$ cat src/rtl/router_pkt_fifo.sv
// Packet-aware router output-channel FIFO: tags header words, tracks the bytes left in the packet
// being read, and reports level, almost-full and sticky overflow/underflow flags.
module router_pkt_fifo #(
  parameter int unsigned DATA_W    = 8,
  parameter int unsigned DEPTH     = 16,
  parameter int unsigned AF_THRESH = 14,
  parameter int unsigned LEN_LSB   = 2
) (
  input  logic                        clock,
  input  logic                        resetn,
  input  logic                        soft_reset,
  input  logic                        write_enb,
  input  logic                        read_enb,
  input  logic                        lfd_state,
  input  logic [DATA_W-1:0]           data_in,
  output logic [DATA_W-1:0]           data_out,
  output logic                        data_valid,
  output logic                        full,
  output logic                        empty,
  output logic                        almost_full,
  output logic [$clog2(DEPTH):0]      level,
  output logic [DATA_W-LEN_LSB:0]     pkt_rem,
  output logic                        pkt_done,
  output logic                        wr_err,
  output logic                        rd_err
);

  localparam int unsigned AW = $clog2(DEPTH);
  localparam int unsigned PW = AW + 1;
  localparam int unsigned LW = DATA_W - LEN_LSB;
  localparam int unsigned RW = LW + 1;

  logic [DATA_W:0]   mem_q [DEPTH];
  logic [PW-1:0]     wr_ptr_q, wr_ptr_d;
  logic [PW-1:0]     rd_ptr_q, rd_ptr_d;
  logic [PW-1:0]     level_q, level_d;
  logic              lfd_q, lfd_d;
  logic [DATA_W-1:0] data_out_q, data_out_d;
  logic              data_valid_q, data_valid_d;
  logic [RW-1:0]     pkt_rem_q, pkt_rem_d;
  logic              pkt_done_q, pkt_done_d;
  logic              wr_err_q, wr_err_d;
  logic              rd_err_q, rd_err_d;

  logic              full_c, empty_c, wr_acc, rd_acc;
  logic [DATA_W:0]   rd_word;
  logic [LW-1:0]     hdr_len;

  // Extra pointer MSB distinguishes full from empty when the low bits match.
  assign full_c  = (wr_ptr_q[AW] != rd_ptr_q[AW]) && (wr_ptr_q[AW-1:0] == rd_ptr_q[AW-1:0]);
  assign empty_c = (wr_ptr_q == rd_ptr_q);
  assign wr_acc  = write_enb && !full_c && !soft_reset;
  assign rd_acc  = read_enb && !empty_c && !soft_reset;
  assign rd_word = mem_q[rd_ptr_q[AW-1:0]];
  assign hdr_len = rd_word[DATA_W-1:LEN_LSB];

  always_comb begin
    wr_ptr_d     = wr_ptr_q;
    rd_ptr_d     = rd_ptr_q;
    level_d      = level_q;
    lfd_d        = lfd_state;
    data_out_d   = data_out_q;
    data_valid_d = 1'b0;
    pkt_rem_d    = pkt_rem_q;
    pkt_done_d   = 1'b0;
    wr_err_d     = wr_err_q | (write_enb & full_c);
    rd_err_d     = rd_err_q | (read_enb & empty_c);

    if (soft_reset) begin
      wr_ptr_d   = '0;
      rd_ptr_d   = '0;
      level_d    = '0;
      data_out_d = '0;
      pkt_rem_d  = '0;
      wr_err_d   = 1'b0;
      rd_err_d   = 1'b0;
    end else begin
      if (wr_acc) begin
        wr_ptr_d = wr_ptr_q + PW'(1);
      end
      if (rd_acc) begin
        rd_ptr_d     = rd_ptr_q + PW'(1);
        data_out_d   = rd_word[DATA_W-1:0];
        data_valid_d = 1'b1;
        // Header read leaves payload plus parity outstanding.
        if (rd_word[DATA_W]) begin
          pkt_rem_d = RW'(hdr_len) + RW'(1);
        end else if (pkt_rem_q != '0) begin
          pkt_rem_d  = pkt_rem_q - RW'(1);
          pkt_done_d = (pkt_rem_q == RW'(1));
        end
      end
      case ({wr_acc, rd_acc})
        2'b10:   level_d = level_q + PW'(1);
        2'b01:   level_d = level_q - PW'(1);
        default: level_d = level_q;
      endcase
    end
  end

  always_ff @(posedge clock) begin
    if (!resetn) begin
      wr_ptr_q     <= '0;
      rd_ptr_q     <= '0;
      level_q      <= '0;
      lfd_q        <= 1'b0;
      data_out_q   <= '0;
      data_valid_q <= 1'b0;
      pkt_rem_q    <= '0;
      pkt_done_q   <= 1'b0;
      wr_err_q     <= 1'b0;
      rd_err_q     <= 1'b0;
    end else begin
      wr_ptr_q     <= wr_ptr_d;
      rd_ptr_q     <= rd_ptr_d;
      level_q      <= level_d;
      lfd_q        <= lfd_d;
      data_out_q   <= data_out_d;
      data_valid_q <= data_valid_d;
      pkt_rem_q    <= pkt_rem_d;
      pkt_done_q   <= pkt_done_d;
      wr_err_q     <= wr_err_d;
      rd_err_q     <= rd_err_d;
    end
  end

  // Storage carries the header tag in the extra top bit; contents need no reset.
  always_ff @(posedge clock) begin
    if (resetn && wr_acc) begin
      mem_q[wr_ptr_q[AW-1:0]] <= {lfd_q, data_in};
    end
  end

  assign data_out    = data_out_q;
  assign data_valid  = data_valid_q;
  assign full        = full_c;
  assign empty       = empty_c;
  assign almost_full = (level_q >= PW'(AF_THRESH));
  assign level       = level_q;
  assign pkt_rem     = pkt_rem_q;
  assign pkt_done    = pkt_done_q;
  assign wr_err      = wr_err_q;
  assign rd_err      = rd_err_q;

endmodule

$ cat config.mk
export PLATFORM = sky130hd
export DESIGN_NAME = router_pkt_fifo
export DESIGN_NICKNAME = d
export VERILOG_FILES = /design/src/rtl/router_pkt_fifo.sv
export SDC_FILE = /design/constraint.sdc
export NUM_CORES = 1
export LEC_CHECK = 0
export ABC_AREA = 1
export CORE_MARGIN = 8
export CORE_UTILIZATION = 50
export DETAILED_ROUTE_END_ITERATION = 6
export GPL_ROUTABILITY_DRIVEN = 0
export PLACE_DENSITY = 0.69
export SETUP_SLACK_MARGIN = 0.05
export SLEW_MARGIN = 20
export SYNTH_ARGS = -nofsm -noshare
export SYNTH_HDL_FRONTEND = slang
export SYNTH_SLANG_ARGS = --single-unit
$ cat constraint.sdc
create_clock -name clock -period 6.5 [get_ports clock]
set_input_delay 1.95 -clock clock [delete_from_list [all_inputs] [get_ports clock]]
set_output_delay 1.95 -clock clock [all_outputs]
set_load 0.03 [all_outputs]
==> metrics.txt <==
largest area contributor in the netlist=edfxtp_1; total negative slack=0 ns; hold path cells=2; CTS Buf Count=17; crit path kind=in -> reg; core footprint=between 0.015 and 0.02 sq mm; first-pass GRT wire length=roughly 28,000 microns; CTS root buf=clkbuf_16; routed via count=~5,600; drt initial violations=around 460; synth warn=0; clock-pin slew on the worst setup and hold paths=roughly 0.070 ns; final non-filler cell total=around 1,000; Top FF cell, synth=edfxtp_1; Gate Count Post-Synth=between 700 and 800; Least-Margin Pin Slew=1.03 ns; Area Growth Syn to Fin=13.7%; Worst EP arrival=4.88 ns; H-tree depth=4; Synth Register Bits=around 180; clock tree buffer depth=2; maxcap violations=0; slew margin rel.=31.3%; post-DR vias/cell=about 5.5; Bufs and invs on worst path=4; most frequent cell on the critical path=inv_1; post-cts resize count=0; gr usage total=between 10% and 20%; initial core utilization=50.3%; required time of the critical path=about 6.9 ns; die area=about 0.020 sq mm; Avg Synthesized Cell Area=approximately 10 sq um; Die W=142 microns; Leak=roughly 3.4 nW; outcome=complete, no violations; pwr dens=between 200 and 300 mW/mm^2; minimum clock period=4.52 ns; Worst R2R End=level[4]; post-synthesis sequential area ratio=around 65%; drt first pass iters=6; cell family with most CP delay=simple AND/OR/NAND/NOR gates; setup bufs post-CTS=0; Worst Path Max Fanout=12; max-slew violation count=0; # nets final=~800; largest net degree at the start of global routing=84; WL final=around 19,000 microns; CP endpoint kind=register; ANT nets after route=0; R2R Setup Slk=between 3 and 4 ns; layout cells sized above 1=approximately 6.3%; Yosys top cell area share=between 50% and 60%; CTS Sinks=roughly 180; FF-to-FF Start=wr_ptr_q[0]; Post-synth EDFFs=144; Residual DRC=0; row cnt=46; Final Skew=roughly 0.011 ns; unrepaired setup endpoints after global routing=false; CP Launch Type=input pin; DP HPWL=12,200 microns; wire per inst=between 15 and 20 microns; placed cell count=~1,000; # IOs=between 40 and 50; Hold Crit Endpoint=data_out[7]; CTS Hold Bufs=0; syn_nets=782; Slowest cell on crit path=nor2_1; Hold Path Origin=data_out[7]; Yosys cell types=38; Worst path max stage delay=about 0.7 ns; synthesized area=~0.0079 sq mm; initial antenna violation count=0; antenna cells=0; vias in the first global route=between 5,000 and 6,000; port bufs=40; # setup viols final=0; FILL cells=1,342; fmax=approximately 220 MHz; worst-skew pair later-pin latency=0.43 ns; CTS tree=yes; Synth async-reset ratio=0%; final hold viol count=0; Die Y=roughly 140 microns; Worst VDD drop=between 150 and 200 uV; crit path cell chain=clkdlybuf4s50_1, nand2_1, nor2_1, ha_1, inv_1, fa_1, inv_1, a31oi_1, inv_1, o21ai_0, a21oi_1, o21ai_0, a21oi_1; Final Cycle Share=approximately 70%; Hold Crit Class=reg -> reg; reg2reg path depth=15; top post-synthesis cells by area=edfxtp_1 (55%), dfxtp_1 (9.9%), nand2_1 (7.3%), nor2_1 (4.2%), nand3_1 (4.0%); remaining global-route overflow=0
[cell usage in the layout (no fill, tap or decap), types with 2 or more instances in the layout]
| cell type | n |
|---|---|
| edfxtp_1 | 144 |
| o211ai_1 | 16 |
| buf_4 | 3 |
| ha_1 | 12 |
| nor3_1 | 7 |
| bufinv_16 | 2 |
| a21oi_1 | 25 |
| inv_1 | 74 |
| xor2_1 | 6 |
| inv_2 | 5 |
| nor2_1 | 88 |
| o21ai_2 | 4 |
| xnor2_1 | 5 |
| nand3_1 | 63 |
| clkdlybuf4s50_1 | 40 |
| clkbuf_16 | 18 |
| o221ai_1 | 6 |
| nor3b_1 | 2 |
| a32oi_1 | 2 |
| nand2_1 | 154 |
| nand2_2 | 2 |
| o22ai_1 | 2 |
| inv_4 | 6 |
| clkinv_2 | 6 |
| dfxtp_1 | 38 |
| a22oi_1 | 3 |
| o21ai_0 | 52 |
[state kept, by name, summed over array words and instances (netlist names), named ones only]
name        flops
data_out        8
data_valid      1
level           5
lfd_q           1
mem_q         144
pkt_done        1
pkt_rem         7
rd_err          1
rd_ptr_q        5
wr_err          1
wr_ptr_q        5
[per-layer routing]
metal / track usage [%] / vias up / share of wire, %
li1: - / 2635 / -
met1: 22.6 / 2677 / 41
met2: 33.1 / 206 / 51
met3: 3.76 / 44 / 5.4
met4: 9.27 / 0 / 2.9
met5: 0 / - / 0
[final cells by class]
| type | count | area, sq um | area share, % |
|---|---|---|---|
| multi-input combinational | 460 | 2270 | 25.3 |
| clock inverter | 13 | 121 | 1.35 |
| sequential | 183 | 5110 | 57.0 |
| clock buffer | 19 | 464 | 5.18 |
| inverter | 81 | 307 | 3.42 |
| timing repair buffer | 43 | 423 | 4.72 |
| tap | 216 | 270 | 3.02 |
[where the power goes]
part           internal [mW]  leakage [nW]  switching, mW
Combinational         0.0429          1.50          0.102
Clock                  0.595         0.303          0.429
Sequential              1.27          1.61        0.00749
[worst min-delay path: cells and delay by family (launching register included)]
kind	cells	cell delay, ns
DFF	1	0.31
and+or+nand+nor	1	0.06
AOI/OAI and AO/OA	1	0.06
[cells by family after synthesis]
logic type	Yosys count	share of synthesized area (%)
buffers and inverters	112	6.40
flip-flops	183	64.8
XOR/XNOR	11	1.22
AO/OA/AOI/OAI	115	8.64
AND/OR/NAND/NOR	321	16.8
adder cells (fa/ha/maj)	13	2.16
[Yosys cell counts, types with 6 or more instances]
| library cell | number |
|---|---|
| o221ai_1 | 6 |
| nand2_1 | 154 |
| nor3_1 | 7 |
| buf_4 | 9 |
| dfxtp_1 | 39 |
| edfxtp_1 | 144 |
| o21ai_0 | 52 |
| ha_1 | 12 |
| nand3_1 | 63 |
| o211ai_1 | 16 |
| inv_1 | 74 |
| a21oi_1 | 25 |
| nor2_1 | 88 |
| xor2_1 | 6 |
| buf_2 | 14 |
[metrics by stage]
| stage | power, mW | setup slack [ns] | util, % | cell area, sq um | hold slack, ns |
|---|---|---|---|---|---|
| global route | 2.52 | 1.68 | 57.2 | 8960 | 0.497 |
| CTS | 2.45 | 2.02 | 57.2 | 8960 | 0.473 |
| floorplan | 1.38 | 2.76 | - | 7880 | 0.443 |
| finish | 2.45 | 1.98 | 57.2 | 8960 | 0.472 |
| detailed placement | 1.45 | 1.56 | 53.5 | 8370 | 0.462 |
| global placement | 1.44 | 1.67 | 53.5 | 8370 | 0.457 |
[worst max-delay path by stage]
stage	startpoint	depth (start not counted)	endpoint	slack, ns
2_1_floorplan	read_enb	13	level[4]	2.76
3_3_place_gp	read_enb	13	level[4]	1.67
3_5_place_dp	read_enb	13	level[4]	1.56
4_1_cts	read_enb	13	level[4]	2.02
5_1_grt	read_enb	13	level[4]	1.68
6_report	read_enb	13	level[4]	1.98
Note: power is estimated with default switching activity, not from simulation.
